<file path="config.mk">
export PLATFORM = sky130hd
export DESIGN_NAME = score_display
export DESIGN_NICKNAME = d
export VERILOG_FILES = /design/src/rtl/score_display.sv
export SDC_FILE = /design/constraint.sdc
export NUM_CORES = 1
export LEC_CHECK = 0
export ABC_AREA = 1
export BUFFER_PORTS_ARGS = -buffer_cell sky130_fd_sc_hd__buf_4
export CAP_MARGIN = 20
export CELL_PAD_IN_SITES_DETAIL_PLACEMENT = 0
export CELL_PAD_IN_SITES_GLOBAL_PLACEMENT = 1
export CORE_ASPECT_RATIO = 0.5
export CORE_MARGIN = 2
export CORE_UTILIZATION = 43
export CTS_CLUSTER_SIZE = 12
export DETAILED_ROUTE_END_ITERATION = 10
export PLACE_DENSITY = 0.86
export SLEW_MARGIN = 20
export SYNTH_ARGS = -nofsm -noshare
export SYNTH_HDL_FRONTEND = slang
export SYNTH_SLANG_ARGS = --single-unit
</file>
<file path="constraint.sdc">
create_clock -name clk -period 1.87 [get_ports clk]
set_clock_uncertainty 0.1 [all_clocks]
set_input_delay 0.187 -clock clk [delete_from_list [all_inputs] [get_ports clk]]
set_output_delay 0.187 -clock clk [all_outputs]
set_load 0.1 [all_outputs]
</file>
<file path="src/rtl/score_display.sv">
// score_display
//   Drives a two-digit multiplexed 7-segment score readout from the BCD
//   outputs of score_counter. The tens and ones digits take turns on the
//   display. A copy of both BCD inputs is taken once per frame, so the two
//   digits shown in a frame always belong to the same score. The leading
//   zero is blanked. In OVER the display blinks. In WIN the decimal points
//   are lit.
//
// Ports
//   clk       in   1        system clock
//   nRst_i    in   1        synchronous reset, active-low
//   state     in   state_t  game state (IDLE, RUN, WIN, OVER)
//   bcd_tens  in   4        tens digit from score_counter
//   bcd_ones  in   4        ones digit from score_counter
//   seg       out  7        segments {g,f,e,d,c,b,a}, active-high, registered
//   dp        out  1        decimal point, active-high, registered
//   digit_en  out  2        digit enables, [1]=tens, [0]=ones, registered
//
// Parameters
//   REFRESH_DIV  clk cycles per digit slot (min 2)
//   BLINK_DIV    clk cycles per blink half-period in OVER (min 2)
//
// FSM (digit_sel)
//   state | meaning
//   ONES  | ones slot is being prepared; the snapshot is taken on leaving it
//   TENS  | tens slot is being prepared

package score_display_pkg;
    typedef enum logic [1:0] {
        IDLE = 2'd0,
        RUN  = 2'd1,
        WIN  = 2'd2,
        OVER = 2'd3
    } state_t;
endpackage

module score_display
    import score_display_pkg::*;
#(
    parameter int REFRESH_DIV = 12000,
    parameter int BLINK_DIV   = 6000000
) (
    input  logic       clk,
    input  logic       nRst_i,
    input  state_t     state,
    input  logic [3:0] bcd_tens,
    input  logic [3:0] bcd_ones,
    output logic [6:0] seg,
    output logic       dp,
    output logic [1:0] digit_en
);

    localparam int RW = $clog2(REFRESH_DIV);
    localparam int BW = $clog2(BLINK_DIV);

    typedef enum logic {
        ONES = 1'b0,
        TENS = 1'b1
    } digit_sel_t;

    digit_sel_t    digit_sel, digit_sel_nxt;
    logic [RW-1:0] ref_cnt, ref_cnt_nxt;
    logic [3:0]    shadow_tens, shadow_tens_nxt;
    logic [3:0]    shadow_ones, shadow_ones_nxt;
    logic [BW-1:0] blink_cnt, blink_cnt_nxt;
    logic          blink_phase, blink_phase_nxt;
    logic [6:0]    seg_nxt;
    logic          dp_nxt;
    logic [1:0]    digit_en_nxt;
    logic          tick;
    logic          is_win;
    logic          is_over;
    logic [3:0]    shown;

    function automatic logic [6:0] seg7(input logic [3:0] v);
        logic [6:0] s;
        case (v)
            4'd0:    s = 7'h3F;
            4'd1:    s = 7'h06;
            4'd2:    s = 7'h5B;
            4'd3:    s = 7'h4F;
            4'd4:    s = 7'h66;
            4'd5:    s = 7'h6D;
            4'd6:    s = 7'h7D;
            4'd7:    s = 7'h07;
            4'd8:    s = 7'h7F;
            4'd9:    s = 7'h6F;
            default: s = 7'h40;   // non-BCD input shows a dash
        endcase
        return s;
    endfunction

    always_ff @(posedge clk) begin
        if (!nRst_i) begin
            digit_sel   <= ONES;
            ref_cnt     <= '0;
            shadow_tens <= 4'd0;
            shadow_ones <= 4'd0;
            blink_cnt   <= '0;
            blink_phase <= 1'b0;
            seg         <= 7'h00;
            dp          <= 1'b0;
            digit_en    <= 2'b00;
        end else begin
            digit_sel   <= digit_sel_nxt;
            ref_cnt     <= ref_cnt_nxt;
            shadow_tens <= shadow_tens_nxt;
            shadow_ones <= shadow_ones_nxt;
            blink_cnt   <= blink_cnt_nxt;
            blink_phase <= blink_phase_nxt;
            seg         <= seg_nxt;
            dp          <= dp_nxt;
            digit_en    <= digit_en_nxt;
        end
    end

    always_comb begin
        digit_sel_nxt   = digit_sel;
        ref_cnt_nxt     = ref_cnt + 1'b1;
        shadow_tens_nxt = shadow_tens;
        shadow_ones_nxt = shadow_ones;
        blink_cnt_nxt   = '0;
        blink_phase_nxt = 1'b0;

        // Any encoding that is not WIN or OVER falls through to IDLE behaviour.
        is_win  = (state == WIN);
        is_over = (state == OVER);

        tick = (ref_cnt == RW'(REFRESH_DIV - 1));
        if (tick) begin
            ref_cnt_nxt = '0;
            case (digit_sel)
                ONES: begin
                    // Leaving the ones slot starts a new frame: grab both digits now.
                    digit_sel_nxt   = TENS;
                    shadow_tens_nxt = bcd_tens;
                    shadow_ones_nxt = bcd_ones;
                end
                default: digit_sel_nxt = ONES;
            endcase
        end

        // The blink timer is held cleared outside OVER so that OVER always starts visible.
        if (is_over) begin
            if (blink_cnt == BW'(BLINK_DIV - 1)) begin
                blink_cnt_nxt   = '0;
                blink_phase_nxt = ~blink_phase;
            end else begin
                blink_cnt_nxt   = blink_cnt + 1'b1;
                blink_phase_nxt = blink_phase;
            end
        end

        shown        = (digit_sel == TENS) ? shadow_tens : shadow_ones;
        seg_nxt      = seg7(shown);
        dp_nxt       = is_win;
        digit_en_nxt = (digit_sel == TENS) ? 2'b10 : 2'b01;

        if (((digit_sel == TENS) && (shadow_tens == 4'd0)) || (is_over && blink_phase)) begin
            seg_nxt      = 7'h00;
            dp_nxt       = 1'b0;
            digit_en_nxt = 2'b00;
        end
    end

endmodule

</file>
**Word level (Yosys, flattened, before mapping)**

Memories as Yosys holds them, arrays and structs flattened. A register that Yosys moved wholly into a read port is not among the register bits.
Index checks and enable logic that the tools add are counted.

- Eq/ne operators: 4
- Add/sub/neg operators: 2
- Bitwise gates (word level): 4
- Mux-type cells: 3
- Reductions and logical operators: 9

Operators with widths:

| operator | number |
|---|---|
| adder 23 x 1 -> 23 bit, second input constant | 1 |
| == test 23 bit, second input constant | 1 |
| adder 14 x 1 -> 14 bit, second input constant | 1 |
| == test 14 bit, second input constant | 1 |
| == test 2 bit, second input constant | 2 |
| logical NOT 4 bit | 1 |
| 2-to-1 mux 4 bit | 1 |
| NOT 1 bit | 4 |
| AND reduction 2 bit | 2 |
| OR reduction 2 bit | 2 |
| OR reduction 3 bit | 1 |
| logical AND 1 bit | 2 |
| 2-to-1 mux 2 bit | 1 |
| logical OR 1 bit | 1 |
| 2-to-1 mux 1 bit | 1 |

- Register bits after elaboration: 50
- Output and inout port bits: 10
- Memories: 1
- Bits of input ports: 12
- ROM bits: 112
- Word-level logic and storage cells: 31

Memory list:

| name | depth | bits a word | rd ports | clocked after Yosys merged registers in | wr ports | line | source |
|---|---|---|---|---|---|---|---|
| (no name shown) | 16 | 7 | 1 | 1 | 0 | 77 | `case (v)` |

**Depth between registers and ports, before layout**

- Depth after elaboration: 4
- Depth in mapped cells: 10
- Mapped depth without buffers: 10

**Worst setup path after synthesis**

No wires, ideal clock.

- Path type: reg-to-reg
- Start point: reg digit_sel
- End point: reg seg[3]
- Path buffers: 1
- Library setup time: 0.125 ns
- Slack: 0.194 ns
- Arrival: 1.451 ns
- Clock period less this slack: 1.676 ns
- Stages on the path, launching flop included: 8
- Required time: 1.645 ns
- Cells stage by stage: dfxtp_1 -> buf_2 -> o21ai_0 -> ha_1 -> inv_1 -> nor2_1 -> o21ai_0 -> a21oi_1

- Longest elaborated chain between the ends: 3
- Elaborated cells between the ends (all ways): 4
- Those cells by class: 1 x mux; 3 x reduce/logical

RTL lines:

| what | line | source |
|---|---|---|
| start, declared | 61 | `digit_sel_t digit_sel, digit_sel_nxt;` |
| start signal, assigned | 105 | `digit_sel <= digit_sel_nxt;` |
| logical AND 1 bit | 159 | `if (((digit_sel == TENS) && (shadow_tens == 4'd0)) \|\| (is_over && blink_phase)) begin` |
| logical OR 1 bit | 159 |  |
| OR reduction 2 bit (no source line) | n/a |  |
| end, declared | 48 | `output logic [6:0] seg,` |

Parallel ways exist; a longest one is shown, timed or not.
A chain may end at the register's enable or synchronous reset.

**Worst setup path in the final report**

Ends and elaborated chain as after synthesis.

==> flow_summary.html <==
<table>
<tr><th>Metric</th><th>Value</th></tr>
<tr><th colspan="2">CTS</th></tr>
<tr><td>Later-pin clock latency in the skew report</td><td>0.32 ns</td></tr>
<tr><td>Number of buffers between clock root and the deepest sink</td><td>2</td></tr>
<tr><td>Sinks on Clock Net</td><td>57</td></tr>
<tr><td>TritonCTS buffer count</td><td>9</td></tr>
<tr><td>Clk pin slew, worst setup/hold paths</td><td>0.05 ns</td></tr>
<tr><td>Clock root cell</td><td>sky130_fd_sc_hd__clkbuf_16</td></tr>
<tr><td>H-tree Lvls</td><td>3</td></tr>
<tr><td>CTS tree</td><td>yes</td></tr>
<tr><td>Setup Fix Bufs, Post-CTS</td><td>0</td></tr>
<tr><th colspan="2">Setup path</th></tr>
<tr><td>Path depth of the worst reg2reg path</td><td>7</td></tr>
<tr><td>Kind of start point of the critical path</td><td>register</td></tr>
<tr><td>Type of the worst setup path</td><td>register to register</td></tr>
<tr><td>Critical Path RT</td><td>2.01 ns</td></tr>
<tr><td>Critical path fanouts, max</td><td>9</td></tr>
<tr><td>Crit path capture type</td><td>register</td></tr>
<tr><td>Worst EP arrival</td><td>1.84 ns</td></tr>
<tr><th colspan="2">Floorplan</th></tr>
<tr><td>Number of I/O pins</td><td>22</td></tr>
<tr><td>Total number of placement rows</td><td>20</td></tr>
<tr><td>Core ar.</td><td>6181 um^2</td></tr>
<tr><td>Floorplan die width</td><td>118.1 um</td></tr>
<tr><td>Die extent in y</td><td>61.06 um</td></tr>
<tr><td>Initial Util</td><td>~45%</td></tr>
<tr><td>Total die area</td><td>7213 um^2</td></tr>
<tr><th colspan="2">Routing</th></tr>
<tr><td>Drt drc</td><td>0</td></tr>
<tr><td>Vias</td><td>around 2400</td></tr>
<tr><td>Routed length on met3</td><td>195 um</td></tr>
<tr><td>Initial detailed-routing violation count</td><td>about 140</td></tr>
<tr><td>Post-detailed-route wirelength per cell</td><td>10.55 um</td></tr>
<tr><td>Detailed-route wire length</td><td>5.538 mm</td></tr>
<tr><td>Met1 WL</td><td>2.751 mm</td></tr>
<tr><td>DR WL met2</td><td>2.537 mm</td></tr>
<tr><td>Detail-routed via count per cell</td><td>around 4.6</td></tr>
<tr><td>Top routing layer used</td><td>met4</td></tr>
<tr><td>ANT nets after route</td><td>0</td></tr>
<tr><td>DR pass1 iterations</td><td>4</td></tr>
<tr><th colspan="2">Finish</th></tr>
<tr><td>Number of standard cells in the layout, taps in and fillers out</td><td>between 500 and 600</td></tr>
<tr><td>Commonest cells after routing, fill and taps aside</td><td>82 x sky130_fd_sc_hd__nand2_1, 81 x sky130_fd_sc_hd__nor2_1, 57 x sky130_fd_sc_hd__dfxtp_1, 50 x sky130_fd_sc_hd__inv_1, 31 x sky130_fd_sc_hd__nand3_1</td></tr>
<tr><td>Commonest non-fill, non-tap cell in the layout</td><td>sky130_fd_sc_hd__nand2_1</td></tr>
<tr><td>Post-layout nets</td><td>453</td></tr>
<tr><td>Number of antenna cells inserted</td><td>0</td></tr>
<tr><td>Fraction of final layout cells sized beyond drive strength 1</td><td>14.19%</td></tr>
<tr><td>Post-synthesis to final-layout area growth</td><td>21.58%</td></tr>
<tr><th colspan="2">Pwr</th></tr>
<tr><td>Maximum ir drop on the vdd rail</td><td>0.5017 mV</td></tr>
<tr><td>Leak pwr</td><td>1.452 nW</td></tr>
<tr><td>Relative contribution of combinational cells to total power</td><td>5.3%</td></tr>
<tr><td>Power share of the clock group</td><td>52.2%</td></tr>
<tr><td>Ratio of total power to cell area</td><td>856.6 nW/um^2</td></tr>
<tr><td>Power spent charging and discharging nets</td><td>roughly 0.00065 W</td></tr>
<tr><td>Cell internal power dissipation</td><td>0.002269 W</td></tr>
<tr><td>Sequential power share</td><td>42.5%</td></tr>
<tr><td>Share of total power consumed by net switching</td><td>22.20%</td></tr>
<tr><th colspan="2">Yosys</th></tr>
<tr><td>Cell taking the most area after synthesis</td><td>sky130_fd_sc_hd__dfxtp_1</td></tr>
<tr><td>Mapped Avg Cell Area</td><td>7.071 um^2</td></tr>
<tr><td>Library cells used by synthesis</td><td>29</td></tr>
<tr><td>Netlist area before placement</td><td>roughly 2800 um^2</td></tr>
<tr><td>Area share of the largest cell type after synthesis</td><td>40.75%</td></tr>
<tr><td>Yosys Warn Count</td><td>0</td></tr>
<tr><td>Number of instances in the synthesized netlist</td><td>between 300 and 400</td></tr>
<tr><td>Synthesized Nets</td><td>416</td></tr>
<tr><td>Sequential fraction of the synthesis area</td><td>40.75%</td></tr>
<tr><td>Count of state elements after synthesis</td><td>57</td></tr>
<tr><td>Cells taking the most area after synthesis</td><td>sky130_fd_sc_hd__dfxtp_1 41%, sky130_fd_sc_hd__nand2_1 11%, sky130_fd_sc_hd__nor2_1 11%, sky130_fd_sc_hd__inv_1 6.7%, sky130_fd_sc_hd__nand3_1 5.5%</td></tr>
<tr><th colspan="2">GRT</th></tr>
<tr><td>Initial antenna violation count</td><td>0</td></tr>
<tr><td>Pin count of the biggest net entering global routing</td><td>19</td></tr>
<tr><td>Congestion Overflow GR</td><td>0</td></tr>
<tr><td>Total track usage</td><td>17.05%</td></tr>
<tr><td>Wire length of the first global-routing pass</td><td>roughly 9.5 mm</td></tr>
<tr><td>Number of global-route vias before repair</td><td>2240</td></tr>
<tr><th colspan="2">STA</th></tr>
<tr><td>Tightest slew margin relative to the limit</td><td>68.93%</td></tr>
<tr><td>Setup violators final</td><td>0</td></tr>
<tr><td>Max Clock Freq</td><td>588.2 MHz</td></tr>
<tr><td>Transition time at the pin with the least slew margin</td><td>0.4629 ns</td></tr>
<tr><td>RSZ-0062 raised after global routing</td><td>false</td></tr>
<tr><td>Final-layout setup total negative slack</td><td>0 ns</td></tr>
<tr><td>Final worst path period need</td><td>1.700 ns</td></tr>
<tr><td>Period utilization</td><td>90.91%</td></tr>
<tr><td>Max Transition Viols Final</td><td>0</td></tr>
<tr><td>Count of final hold-check violations</td><td>0</td></tr>
<tr><th colspan="2">Run status</th></tr>
<tr><td>Run status</td><td>completed</td></tr>
<tr><th colspan="2">Hold path</th></tr>
<tr><td>Worst Hold Class</td><td>primary input to register</td></tr>
<tr><td>Number of instances on the worst hold path</td><td>3</td></tr>
<tr><th colspan="2">Place</th></tr>
<tr><td>Number of placed instances, taps included</td><td>about 500</td></tr>
<tr><td>Final HPWL from detailed placement</td><td>3.990 mm</td></tr>
<tr><td>Final GP Congestion</td><td>0.7930</td></tr>
<tr><td>Number of I/O port buffers</td><td>21</td></tr>
<tr><th colspan="2">Run</th></tr>
<tr><td>Max capacitance violation total</td><td>0</td></tr>
</table>
state kept, by name (all words and copies together) (netlist names):
signal / flops
seg: 7
blink_cnt: 23
shadow_ones: 4
shadow_tens: 4
ref_cnt: 14
blink_phase: 1
digit_sel: 1
dp: 1
digit_en: 2
Yosys cell counts, drive strengths merged:
cell / count
clkbuf: 1
nand2: 91
xnor2: 5
xor2: 11
nand3: 34
o21bai: 1
dfxtp: 57
ha: 8
nor2: 88
nor3: 6
o21ai: 12
nand3b: 2
a21oi: 17
a21boi: 1
or2: 2
nand4: 2
buf: 4
o21a: 1
inv: 53
metrics by stage:
| stage | worst slack [ns] | total power, W | util [%] | cell area (um^2) | hold slack, ns |
|---|---|---|---|---|---|
| 3_5_place_dp | 0.03598 | 0.001404 | 49.19 | 3040 | 0.2740 |
| 4_1_cts | 0.1515 | 0.002953 | 55.04 | 3402 | 0.001898 |
| 2_1_floorplan | 0.1941 | 0.001363 | - | 2800 | 0.1588 |
| 3_3_place_gp | 0.1482 | 0.001402 | 49.19 | 3040 | 0.2724 |
| 5_1_grt | 0.009862 | 0.003012 | 55.08 | 3405 | 0.01714 |
| 6_report | 0.1700 | 0.002916 | 55.08 | 3405 | 0.01039 |
worst max-delay path, stage by stage, from the launching register on:
cell,delay [ns]
sky130_fd_sc_hd__dfxtp_1,0.45
sky130_fd_sc_hd__nand2_1,0.08
sky130_fd_sc_hd__o21ai_1,0.23
sky130_fd_sc_hd__inv_1,0.12
sky130_fd_sc_hd__ha_1,0.21
sky130_fd_sc_hd__nor2_1,0.13
sky130_fd_sc_hd__o21ai_0,0.11
sky130_fd_sc_hd__a21oi_1,0.18
cell families (layout without fill, tap and decap cells):
group	count (synthesis)	in the layout	synth area share (%)
buffers and inverters	58	99	8.624
XOR/XNOR	16	16	5.004
AO/OA/AOI/OAI	32	32	5.988
flip-flops	57	57	40.75
adder cells (fa/ha/maj)	8	8	3.575
AND/OR/NAND/NOR	225	225	36.06
cell type report:
class,instances,area (um^2)
fillers,613,2776
multi-input cells,281,1420
flip-flops and latches,57,1141
clock buffers,12,266.5
repair buffers,31,252.7
inverters,53,198.9
well taps,88,110.1
clock inverters,3,15.01
power by group through the flow:
| stage | clock network (W) | logic, W | registers [W] |
|---|---|---|---|
| after detailed placement | 0 | 0.000140 | 0.00126 |
| after floorplan | 0 | 0.0000335 | 0.00133 |
| final | 0.00152 | 0.000153 | 0.00124 |
| after global routing | 0.00161 | 0.000164 | 0.00124 |
| after global placement | 0 | 0.000139 | 0.00126 |
| after CTS | 0.00156 | 0.000154 | 0.00124 |
final timing paths:
path / startpoint / slack, ns / end
min reg2reg: ref_cnt[0] / 0.34 / ref_cnt[0]
max reg2reg: digit_sel / 0.17 / seg[3]
min: bcd_ones[0] / 0.01 / shadow_ones[0]
max: digit_sel / 0.17 / seg[3]
metal layers:
layer,track usage [%],up-vias
met4,8.434,0
met1,19.85,1092
met2,29.81,22
met5,0,-
met3,5.370,5
li1,-,1304
repair_timing:
item                                   4_1_cts  5_1_grt
gates resized for setup                      1        1
hold buffers                                 8        0
setup endpoints to repair                    1        1
endpoints found under the hold margin        8        0
No activity file was read; power rests on OpenSTA's default activity.
